==> src/rtl/uart_pkg.sv <==
`default_nettype none
// ============================================================================
// Module      : uart_pkg
// Description : Shared constants and types for the parameterised UART receiver
//               (parity modes, tuser bit positions, receiver state encoding).
// Revision    : 1.0 - initial release
// ============================================================================
package uart_pkg;

    // Parity modes
    localparam int PAR_NONE = 0;
    localparam int PAR_EVEN = 1;
    localparam int PAR_ODD  = 2;

    // Bit positions inside m_axis_tuser
    localparam int TUSER_FRAME  = 0;
    localparam int TUSER_PARITY = 1;
    localparam int TUSER_BREAK  = 2;

    // Receiver state encoding
    typedef enum logic [2:0] {
        ST_IDLE      = 3'd0,
        ST_START     = 3'd1,
        ST_DATA      = 3'd2,
        ST_PARITY    = 3'd3,
        ST_STOP      = 3'd4,
        ST_WAIT_HIGH = 3'd5
    } rx_state_t;

endpackage
`default_nettype wire

==> src/rtl/uart_baud_tick.sv <==
`default_nettype none
// ============================================================================
// Module      : uart_baud_tick
// Description : Sample-tick generator. Latches max(prescale,1) while disabled
//               and, once enabled, emits a one-cycle tick every latched-
//               prescale clocks. Shared with the transmitter.
// Revision    : 1.0 - initial release
// ============================================================================
module uart_baud_tick #(
    parameter int DIV_WIDTH = 16
) (
    input  logic                 clk,
    input  logic                 arstn,
    input  logic                 enable,
    input  logic [DIV_WIDTH-1:0] prescale,
    output logic                 tick
);

    logic [DIV_WIDTH-1:0] r_div;
    logic [DIV_WIDTH-1:0] r_cnt;
    logic [DIV_WIDTH-1:0] w_div;

    // A prescale of zero would never tick; treat it as one.
    assign w_div = (prescale == '0) ? DIV_WIDTH'(1) : prescale;
    assign tick  = enable && (r_cnt == '0);

    // Hold the divider loaded while disabled so the first tick lands
    // exactly one prescale period after enable rises.
    always_ff @(posedge clk or negedge arstn) begin
        if (!arstn) begin
            r_div <= DIV_WIDTH'(1);
            r_cnt <= '0;
        end else if (!enable) begin
            r_div <= w_div;
            r_cnt <= w_div - DIV_WIDTH'(1);
        end else if (r_cnt == '0) begin
            r_cnt <= r_div - DIV_WIDTH'(1);
        end else begin
            r_cnt <= r_cnt - DIV_WIDTH'(1);
        end
    end

endmodule
`default_nettype wire

==> src/rtl/uart_rx_param.sv <==
`default_nettype none
// ============================================================================
// Module      : uart_rx_param
// Description : AXI4-Stream UART receiver with configurable data width,
//               parity and stop bits, runtime prescale, break detection,
//               per-word error tagging and a drop-newest overrun policy.
// Revision    : 1.0 - initial release
// ============================================================================
module uart_rx_param
    import uart_pkg::*;
#(
    parameter int DATA_WIDTH = 8,
    parameter int PARITY     = 0,
    parameter int STOP_BITS  = 1,
    parameter int OVERSAMPLE = 16,
    parameter int DIV_WIDTH  = 16
) (
    input  logic                  clk,
    input  logic                  arstn,
    input  logic [DIV_WIDTH-1:0]  prescale,
    input  logic                  rxd,
    output logic [DATA_WIDTH-1:0] m_axis_tdata,
    output logic [2:0]            m_axis_tuser,
    output logic                  m_axis_tvalid,
    input  logic                  m_axis_tready,
    output logic                  busy,
    output logic                  overrun_error,
    output logic                  break_detect
);

    localparam int c_SAMPLE_W = $clog2(OVERSAMPLE);
    localparam int c_BIT_W    = $clog2(DATA_WIDTH + 1);
    localparam int c_MID      = OVERSAMPLE / 2;

    localparam logic [c_SAMPLE_W-1:0] c_S_PRE   = c_SAMPLE_W'(c_MID - 1);
    localparam logic [c_SAMPLE_W-1:0] c_S_MID   = c_SAMPLE_W'(c_MID);
    localparam logic [c_SAMPLE_W-1:0] c_S_DEC   = c_SAMPLE_W'(c_MID + 1);
    localparam logic [c_SAMPLE_W-1:0] c_S_LAST  = c_SAMPLE_W'(OVERSAMPLE - 1);
    localparam logic [c_BIT_W-1:0]    c_DATA_LAST = c_BIT_W'(DATA_WIDTH - 1);
    localparam logic [c_BIT_W-1:0]    c_STOP_LAST = c_BIT_W'(STOP_BITS - 1);

    rx_state_t r_state;
    rx_state_t w_state_next;

    logic                  r_rx_meta;
    logic                  r_rxs;
    logic                  r_rxs_d;
    logic                  w_tick;
    logic                  w_busy;
    logic [c_SAMPLE_W-1:0] r_s;
    logic [c_BIT_W-1:0]    r_bitcnt;
    logic                  r_v0;
    logic                  r_v1;
    logic [DATA_WIDTH-1:0] r_data;
    logic                  r_par_bit;
    logic                  r_par_err;
    logic                  r_ferr;
    logic                  w_vote;
    logic                  w_dec;
    logic                  w_end;
    logic                  w_ferr;
    logic                  w_brk;
    logic                  w_complete;
    logic [2:0]            w_tuser;
    logic [DATA_WIDTH-1:0] r_tdata;
    logic [2:0]            r_tuser;
    logic                  r_tvalid;
    logic                  r_overrun;
    logic                  r_break;

    assign w_busy        = (r_state != ST_IDLE);
    assign busy          = w_busy;
    assign m_axis_tdata  = r_tdata;
    assign m_axis_tuser  = r_tuser;
    assign m_axis_tvalid = r_tvalid;
    assign overrun_error = r_overrun;
    assign break_detect  = r_break;

    // Two-flop synchroniser plus a delayed copy for falling-edge detection.
    always_ff @(posedge clk or negedge arstn) begin
        if (!arstn) begin
            r_rx_meta <= 1'b1;
            r_rxs     <= 1'b1;
            r_rxs_d   <= 1'b1;
        end else begin
            r_rx_meta <= rxd;
            r_rxs     <= r_rx_meta;
            r_rxs_d   <= r_rxs;
        end
    end

    uart_baud_tick #(
        .DIV_WIDTH (DIV_WIDTH)
    ) u_baud_tick (
        .clk      (clk),
        .arstn    (arstn),
        .enable   (w_busy),
        .prescale (prescale),
        .tick     (w_tick)
    );

    // State register.
    always_ff @(posedge clk or negedge arstn) begin
        if (!arstn) begin
            r_state <= ST_IDLE;
        end else begin
            r_state <= w_state_next;
        end
    end

    // Next-state logic, majority vote and word-completion decode.
    always_comb begin
        w_state_next = r_state;
        w_complete   = 1'b0;
        w_vote       = (r_v0 & r_v1) | (r_v0 & r_rxs) | (r_v1 & r_rxs);
        w_dec        = w_tick && (r_s == c_S_DEC);
        w_end        = w_tick && (r_s == c_S_LAST);
        w_ferr       = r_ferr | ~w_vote;
        // r_par_bit stays 0 when parity is disabled, so one test covers both.
        w_brk        = (r_data == '0) && !r_par_bit && w_ferr;
        w_tuser               = 3'b000;
        w_tuser[TUSER_FRAME]  = w_ferr;
        w_tuser[TUSER_PARITY] = r_par_err;
        w_tuser[TUSER_BREAK]  = w_brk;
        case (r_state)
            ST_IDLE: begin
                if (r_rxs_d && !r_rxs) w_state_next = ST_START;
            end
            ST_START: begin
                if (w_dec && w_vote)  w_state_next = ST_IDLE;
                else if (w_end)       w_state_next = ST_DATA;
            end
            ST_DATA: begin
                if (w_end && (r_bitcnt == c_DATA_LAST))
                    w_state_next = (PARITY != PAR_NONE) ? ST_PARITY : ST_STOP;
            end
            ST_PARITY: begin
                if (w_end) w_state_next = ST_STOP;
            end
            ST_STOP: begin
                // Finish mid-bit so a start edge right after the stop bit is seen.
                if (w_dec && (r_bitcnt == c_STOP_LAST)) begin
                    w_complete   = 1'b1;
                    w_state_next = w_brk ? ST_WAIT_HIGH : ST_IDLE;
                end
            end
            ST_WAIT_HIGH: begin
                if (r_rxs) w_state_next = ST_IDLE;
            end
            default: w_state_next = ST_IDLE;
        endcase
    end

    // Sample/bit counters, vote samples and per-frame data/error capture.
    always_ff @(posedge clk or negedge arstn) begin
        if (!arstn) begin
            r_s       <= '0;
            r_bitcnt  <= '0;
            r_v0      <= 1'b1;
            r_v1      <= 1'b1;
            r_data    <= '0;
            r_par_bit <= 1'b0;
            r_par_err <= 1'b0;
            r_ferr    <= 1'b0;
        end else if (r_state == ST_IDLE || r_state == ST_WAIT_HIGH) begin
            r_s       <= '0;
            r_bitcnt  <= '0;
            r_par_bit <= 1'b0;
            r_par_err <= 1'b0;
            r_ferr    <= 1'b0;
        end else if (w_tick) begin
            r_s <= (r_s == c_S_LAST) ? '0 : r_s + 1'b1;
            if (r_s == c_S_PRE) r_v0 <= r_rxs;
            if (r_s == c_S_MID) r_v1 <= r_rxs;
            if (w_dec) begin
                case (r_state)
                    ST_DATA:   r_data <= {w_vote, r_data[DATA_WIDTH-1:1]};
                    ST_PARITY: begin
                        r_par_bit <= w_vote;
                        r_par_err <= ((^r_data) ^ w_vote) != (PARITY == PAR_ODD);
                    end
                    ST_STOP:   if (!w_vote) r_ferr <= 1'b1;
                    default:   ;
                endcase
            end
            if (w_end) begin
                if ((r_state == ST_DATA && r_bitcnt != c_DATA_LAST) || r_state == ST_STOP)
                    r_bitcnt <= r_bitcnt + 1'b1;
                else
                    r_bitcnt <= '0;
            end
        end
    end

    // Single-entry output register; a completion while a word is stalled is dropped.
    always_ff @(posedge clk or negedge arstn) begin
        if (!arstn) begin
            r_tdata   <= '0;
            r_tuser   <= 3'b000;
            r_tvalid  <= 1'b0;
            r_overrun <= 1'b0;
            r_break   <= 1'b0;
        end else begin
            r_overrun <= 1'b0;
            r_break   <= 1'b0;
            if (w_complete) begin
                if (!r_tvalid || m_axis_tready) begin
                    r_tdata  <= r_data;
                    r_tuser  <= w_tuser;
                    r_tvalid <= 1'b1;
                    r_break  <= w_brk;
                end else begin
                    r_overrun <= 1'b1;
                end
            end else if (r_tvalid && m_axis_tready) begin
                r_tvalid <= 1'b0;
            end
        end
    end

endmodule
`default_nettype wire
==> config.mk <==
export PLATFORM = sky130hd
export DESIGN_NAME = uart_rx_param
export DESIGN_NICKNAME = d
export VERILOG_FILES = /design/src/rtl/uart_pkg.sv /design/src/rtl/uart_baud_tick.sv /design/src/rtl/uart_rx_param.sv
export SDC_FILE = /design/constraint.sdc
export NUM_CORES = 1
export LEC_CHECK = 0
export CAP_MARGIN = 20
export CORE_MARGIN = 2
export CORE_UTILIZATION = 61
export DETAILED_ROUTE_END_ITERATION = 10
export PLACE_DENSITY_LB_ADDON = 0.1
export SLEW_MARGIN = 40
export SYNTH_ARGS = -nofsm -noshare
export SYNTH_HDL_FRONTEND = slang
export SYNTH_SLANG_ARGS = --single-unit
==> constraint.sdc <==
create_clock -name clk -period 4.1 [get_ports clk]
set_clock_uncertainty 0.2 [all_clocks]
set_input_delay 0.615 -clock clk [delete_from_list [all_inputs] [get_ports clk]]
set_output_delay 0.615 -clock clk [all_outputs]
set_load 0.02 [all_outputs]
==> summary.txt, run 1 <==
Global routing
  – Vias in the first global route: 2837
  – Gr ovfl total: 0
  – Global-route usage over all layers: 26.2%
  – First-pass GRT wire length: 13000 microns
  – Pin count of the biggest net entering global routing: 74
  – Initial antenna violation count: 0

Route
  – Post-route ant nets: 0
  – Wirelength per Cell: 15.1 microns
  – DRT Wirelength: 7650 microns
  – Vias per std cell: 5.72
  – Vias: 2887
  – Initial DRC count: 174
  – Pre-antenna DRT Iters: 4
  – DRC errors left: 0

Finish
  – Fillcell total: 434
  – Share of cells above drive strength 1: 10.0%
  – Area Overhead vs Synth: 18.8%
  – Final #Nets: 455
  – Antenna cells: 0

STA
  – Final hold vios: 0
  – Fin. max-slew vios: 0
  – Achievable frequency: 290 MHz
  – RSZ-0062 raised after global routing: no
  – Slew margin rel.: 46.3%
  – Worst slew pin tran: 0.803 ns
  – Final period utilization: 84.0%
  – Crit path time final: 3.44 ns
  – Final setup fails: 0
  – Fin Setup TNS: 0 ns

Yosys
  – Warnings from Yosys: 0
  – Mean post-synth cell area: 9.42 sq um
  – EDFF count, synth: 0
  – Syn nets: 418
  – Synth top area share: 45.9%
  – Largest area contributor in the netlist: dfrtp_1
  – Post-synth cell types: 52
  – Ys async rst share: 100%
  – Register bit total from synthesis: 73
  – Post-Syn Area: 3650 sq um
  – Main synth FF type: dfrtp_1
  – Dominant cells by area after synthesis: dfrtp_1 46%, nand2_1 8.9%, dfstp_2 4.3%, o21ai_0 3.8%, ha_1 3.4%
  – Post-synthesis cell count: 388
  – Share of the yosys chip area belonging to registers: 50.2%

Clock network
  – H-tree level count: 3
  – Post-cts sizing count: 0
  – CTS hold repair buffers: 0
  – Worst-skew pair later-pin latency: 0.35 ns
  – Clock Sinks: 73
  – Total CTS buffers: 9
  – CTS tree: built
  – Clock root cell: clkbuf_8
  – CTS Buffer Depth: 2
  – Worst-path clk slew: 0.08 ns
  – Setup bufs post-CTS: 0

Setup path
  – WP data arrival: 3.52 ns
  – Critical path required time: 4.18 ns
  – R2r startpoint: r_state[2]
  – Worst r2r path cells: 8
  – Nature of the critical path endpoint: register
  – Flop2flop setup slack: 0.66 ns
  – Worst Path Class, Setup: reg -> reg
  – CP Max Fanout: 26
  – Reg-to-reg endpoint: u_baud_tick.r_cnt[14]
  – CP startpoint kind: register

Floorplanning
  – Die Span Y: 81.4 microns
  – Core area: 5850 sq um
  – Die Wd: 81.4 microns
  – Row count: 28
  – IO Pins: 35
  – Initial Util: 62.5%
  – Area of the die: 6630 sq um

Power and ir drop
  – Total power: 2.55 mW
  – Power per cell area: 587 nW/um^2
  – VDD IR max: 0.398 mV
  – Static leakage: 1.87 nW

Job
  – Max-Cap Viols: 0

Placement
  – HPWL after DPL: 5430 microns
  – Port Buffer Count: 34
  – Routability congestion estimate: 0.942

Run status
  – Status: finished, final reports clean

Hold path
  – Worst Hold Class: in -> async
## state kept, by name, summed over array words and instances (netlist names)
signal,count
r_rxs_d,1
m_axis_tdata,8
m_axis_tvalid,1
r_bitcnt,4
r_rxs,1
overrun_error,1
r_par_bit,1
r_par_err,1
r_state,3
r_v0,1
r_data,8
u_baud_tick.r_cnt,16
r_ferr,1
m_axis_tuser,3
break_detect,1
u_baud_tick.r_div,16
r_s,4
r_rx_meta,1
r_v1,1
## synthesized netlist by cell type, types with 2 or more instances
cell,instances
nand3_1,10
a32o_1,2
nor2b_1,2
clkbuf_1,10
xor2_1,9
buf_4,2
nor3b_1,2
dfrtp_1,67
xnor2_1,12
ha_1,10
nand2b_1,5
o21ai_0,28
mux2i_1,2
nand2_1,87
nor4_1,10
o22a_1,2
o211ai_1,2
nand3b_1,2
mux2_1,2
o21a_1,3
nand4_1,2
o22ai_1,4
a21o_1,2
nor3_1,9
mux2_2,3
a211oi_1,4
inv_1,19
o31ai_1,3
o211a_1,3
buf_1,2
and3_1,2
dfstp_2,6
a21oi_1,18
nor3_2,4
nor2_1,21
## placed cells by master (no fill, tap or decap), types with 5 or more instances in the layout
cell type,count
inv_1,19
clkbuf_8,9
xor2_1,9
a21oi_1,18
nor4_1,10
nand2b_1,5
nand2_1,87
dfstp_2,6
nor3_1,9
buf_4,6
clkdlybuf4s50_1,33
ha_1,10
dfrtp_1,67
o21ai_0,28
nand3_1,10
xnor2_1,12
nor2_1,21
## kinds of logic (layout without fill, tap and decap cells)
kind of cell             after synthesis  after routing  synth area share (%)
AO/OA/AOI/OAI                         79             79                  13.6
AND/OR/NAND/NOR                      161            161                  21.1
buffers and inverters                 35             77                  3.90
adder cells (fa/ha/maj)               11             11                  3.70
multiplexers                           8              8                  2.50
XOR/XNOR                              21             21                  5.03
flip-flops                            73             73                  50.2
## area by class of cell
| cell class | instances | area [sq um] | share of cell area (%) |
|---|---|---|---|
| Inverter | 20 | 77.6 | 1.79 |
| Tap cell | 75 | 93.8 | 2.16 |
| Timing Repair Buffer | 41 | 392 | 9.02 |
| Clock inverter | 7 | 143 | 3.29 |
| Clock buffer | 9 | 124 | 2.85 |
| Multi-Input combinational cell | 280 | 1680 | 38.6 |
| Sequential cell | 73 | 1830 | 42.2 |
## worst max-delay path: stages (launching register included)
cell	delay, ns
dfrtp_1	0.58
nor3_4	0.76
inv_4	0.27
mux2i_1	0.22
a211oi_2	0.26
nand2_1	0.15
or4b_4	0.55
nor3_2	0.21
xor2_1	0.16
## metrics by stage
step                      hold slack, ns  std cells  cell area [sq um]  setup slack [ns]  util, %
after global routing               0.169        505               4340             0.440     74.2
after CTS                          0.158        505               4340             0.688     74.2
after detailed placement           0.147        489               4080             0.653     69.7
after global placement             0.147        489               4070             0.765     69.6
after floorplan                    0.119        388               3650              1.43        -
final                              0.149        505               4340             0.657     74.2
## how the worst max path moves through the flow
stage | to | startpoint | slack (ns)
after global placement | u_baud_tick.r_cnt[15] | r_state[2] | 0.77
after global routing | u_baud_tick.r_cnt[12] | r_state[2] | 0.44
after floorplan | u_baud_tick.r_cnt[12] | prescale[15] | 1.43
after detailed placement | u_baud_tick.r_cnt[12] | prescale[0] | 0.65
final | u_baud_tick.r_cnt[14] | r_state[2] | 0.66
after CTS | u_baud_tick.r_cnt[14] | r_state[2] | 0.69
## power breakdown
| part | switching (mW) | internal [mW] | leakage [nW] |
|---|---|---|---|
| Combinational | 0.488 | 0.304 | 0.796 |
| Sequential | 0.119 | 0.893 | 0.937 |
| Clock | 0.279 | 0.467 | 0.133 |
## metal layers
layer	share of wire, %	routed length [microns]	global-route usage, %
met1	44	3390	35.4
met2	48	3680	40.9
met3	5.4	412	7.11
met4	2.2	167	8.81
met5	0	0	0
No activity file was read; power rests on OpenSTA's default activity.
==> run 2: changes to the inputs <==
--- a/config.mk
+++ b/config.mk
@@ -7,7 +7,7 @@
 export LEC_CHECK = 0
 export CAP_MARGIN = 20
 export CORE_MARGIN = 2
-export CORE_UTILIZATION = 61
+export CORE_UTILIZATION = 57
 export DETAILED_ROUTE_END_ITERATION = 10
 export PLACE_DENSITY_LB_ADDON = 0.1
 export SLEW_MARGIN = 40
==> constraint.sdc (replaced) <==
create_clock -name clk -period 3.2 [get_ports clk]
set_clock_uncertainty 0.2 [all_clocks]
set_input_delay 0.48 -clock clk [delete_from_list [all_inputs] [get_ports clk]]
set_output_delay 0.48 -clock clk [all_outputs]
set_load 0.02 [all_outputs]
==> run 2 against run 1 <==
Against the previous run:
- non-clock buffer count rose by 6
- wire length rose by 0.12%
- setup slack got worse by 0.42 ns
- core utilization fell by 4.6 points
- critical path depth rose by 2
- first-iteration DRC count rose by 17%
- critical path type unchanged
==> summary.txt, run 2 (synthesized netlist as in run 1, its figures left out) <==
STA
  – RSZ-0062 raised after global routing: no
  – Crit path time final: 2.97 ns (-0.476 ns)
  – Final setup fails: 0 (unchanged)
  – Slew margin rel.: 56.2% (+9.9 points)
  – Setup WS post-layout: 0.233 ns (-0.424 ns)
  – Achievable frequency: 337 MHz (+16%)
  – Final period utilization: 92.7% (+8.7 points)
  – Fin Setup TNS: 0 ns (unchanged)
  – Worst slew pin tran: 0.657 ns (-0.147 ns)
  – Final hold vios: 0 (unchanged)
  – Fin. max-slew vios: 0 (unchanged)

Global routing
  – First-pass GRT wire length: 13200 microns (+1.5%)
  – Gr ovfl total: 0 (unchanged)
  – Global-route usage over all layers: 23.5% (-2.7 points)
  – Vias in the first global route: 2805 (-1.1%)
  – Initial antenna violation count: 0 (unchanged)
  – Pin count of the biggest net entering global routing: 74 (unchanged)

Route
  – Initial DRC count: 204 (+17%)
  – Vias: 2912 (+0.87%)
  – Post-route ant nets: 0 (unchanged)
  – Vias per std cell: 5.68 (-0.71%)
  – DRC errors left: 0 (unchanged)
  – Pre-antenna DRT Iters: 5 (+1)
  – Wirelength per Cell: 14.9 microns (-1.4%)
  – DRT Wirelength: 7660 microns (+0.12%)

Setup path
  – Number of cells on the critical path: 10 (+2)
  – CP dominant cell by count: nand2_1
  – Slowest CP cell: and4_1
  – CP startpoint kind: register
  – Delay-heaviest family, CP: simple AND/OR/NAND/NOR gates
  – Critical path required time: 3.27 ns (-0.91 ns)
  – CP Max Fanout: 8 (-69%)
  – Setup crit end: u_baud_tick.r_cnt[12]
  – CP Buf/Inv Count: 1 (unchanged)
  – WP data arrival: 3.03 ns (-0.49 ns)
  – Crit. Startpoint: u_baud_tick.r_cnt[5]
  – Nature of the critical path endpoint: register
  – Slowest stage delay, CP: 0.51 ns (-0.25 ns)
  – CP Cell Sequence: nor4_1 -> and4_1 -> nand2_1 -> a2bb2oi_1 -> inv_1 -> ha_1 -> nand3_1 -> nor3_1 -> nand2_1 -> xnor2_1
  – Worst r2r path cells: 10 (+2)
  – Flop2flop setup slack: 0.23 ns (-0.42 ns)
  – Reg-to-reg endpoint: u_baud_tick.r_cnt[12]
  – Worst Path Class, Setup: reg -> reg
  – R2r startpoint: u_baud_tick.r_cnt[5]

Floorplanning
  – IO Pins: 35 (unchanged)
  – Row count: 29 (+3.6%)
  – Initial Util: 58.2% (-4.2 points)
  – Die Wd: 84.1 microns (+3.3%)
  – Area of the die: 7070 sq um (+6.7%)
  – Core area: 6280 sq um (+7.3%)
  – Die Span Y: 84.1 microns (+3.3%)

Finish
  – Top Registers: u_baud_tick.r_cnt x16, u_baud_tick.r_div x16
  – Final #Nets: 461 (+1.3%)
  – Most frequent cells in the layout: 87 x nand2_1, 67 x dfrtp_1, 33 x clkdlybuf4s50_1
  – Share of cells above drive strength 1: 11.0% (+1.0 points)
  – Antenna cells: 0 (unchanged)
  – Finished Layout Cells: 513 (+1.6%)
  – Final instance area: 4370 sq um (+0.58%)
  – Most common cell after layout, fill and taps aside: nand2_1
  – Area Overhead vs Synth: 19.5%

Hold path
  – Worst Hold Class: in -> async

Clock network
  – Clock Sinks: 73 (unchanged)
  – Post-cts sizing count: 0 (unchanged)
  – H-tree level count: 3 (unchanged)
  – Setup bufs post-CTS: 0 (unchanged)
  – CTS tree: built
  – Total CTS buffers: 9 (unchanged)
  – Worst-skew pair later-pin latency: 0.34 ns (about the same)
  – CTS hold repair buffers: 0 (unchanged)
  – Worst-path clk slew: 0.08 ns (about the same)
  – Clock root cell: clkbuf_8
  – CTS Buffer Depth: 2 (unchanged)

Placement
  – HPWL after DPL: 5320 microns (-2.1%)
  – Pre-CTS setup slack: 0.156 ns (-0.496 ns)
  – Routability congestion estimate: 0.882 (-6.3%)
  – Port Buffer Count: 34 (unchanged)
  – Dpl cell area: 4120 sq um (+1.2%)
  – Inst Count DP: 497 (+1.6%)

Power and ir drop
  – VDD IR max: 0.482 mV (+21%)
  – Total power: 3.22 mW (+26%)
  – Power per cell area: 738 nW/um^2 (+26%)
  – Static leakage: 1.88 nW (+0.90%)

Run status
  – Status: finished, final reports clean

Job
  – Max-Cap Viols: 0 (unchanged)
-- run 2: cell count changes in the layout (fill, tap and decap cells not counted), sizes merged --
cell	delta
clkinvlp	+1
bufinv	-1
clkbuf	+2
buf	+6
clkinv	-2
-- run 2: per-layer routing --
metal,track usage [%],share of wire [%]
met1,32.7,47
met2,36.7,47
met3,3.76,4.9
met4,9.82,1.9
met5,0,0
-- run 2: how the worst min path moves through the flow --
stage / cells after the start / slack, ns / startpoint / to
2_1_floorplan: 0 / -0.02 / arstn / break_detect
3_3_place_gp: 0 / 0.15 / r_rx_meta / r_rxs
3_5_place_dp: 0 / 0.15 / r_rx_meta / r_rxs
4_1_cts: 2 / 0.07 / arstn / overrun_error
5_1_grt: 2 / 0.12 / arstn / r_bitcnt[0]
6_report: 2 / 0.04 / arstn / r_bitcnt[1]
-- run 2: worst reg2reg max path: cells and delay by family, from the launching register on --
kind	cells	cell delay, ns
compound gates	1	0.20
xor+xnor	1	0.11
fa+ha+maj	1	0.23
buf+inv	1	0.10
flops	1	0.42
simple gates	6	1.62
-- run 2: area by class of cell --
class,instances,area (sq um)
Clock buffer,11,141
Inverter,20,77.6
Timing Repair Buffer,47,437
Multi-Input combinational cell,280,1680
Tap cell,77,96.3
Sequential cell,73,1830
Fill cell,477,1910
Clock inverter,5,103
-- run 2: where the power goes --
group | total, mW | internal (mW) | switching, mW
sequential | 1.30 | 1.14 | 0.152
combinational | 1.04 | 0.415 | 0.628
clock | 0.885 | 0.539 | 0.346
-- run 2: through the flow --
step           hold slack, ns  util, %
2_1_floorplan         -0.0156        -
3_3_place_gp            0.146     65.6
3_5_place_dp            0.147     65.7
4_1_cts                0.0716     69.6
5_1_grt                 0.119     69.6
6_report               0.0355     69.6
==> run 3: changes to the inputs <==
--- a/config.mk
+++ b/config.mk
@@ -9,6 +9,7 @@
 export CORE_MARGIN = 2
 export CORE_UTILIZATION = 57
 export DETAILED_ROUTE_END_ITERATION = 10
+export GPL_TIMING_DRIVEN = 1
 export PLACE_DENSITY_LB_ADDON = 0.1
 export SLEW_MARGIN = 40
 export SYNTH_ARGS = -nofsm -noshare
==> results of run 3 <==
Final layout, timing and power as in run 2 (identical DEF).
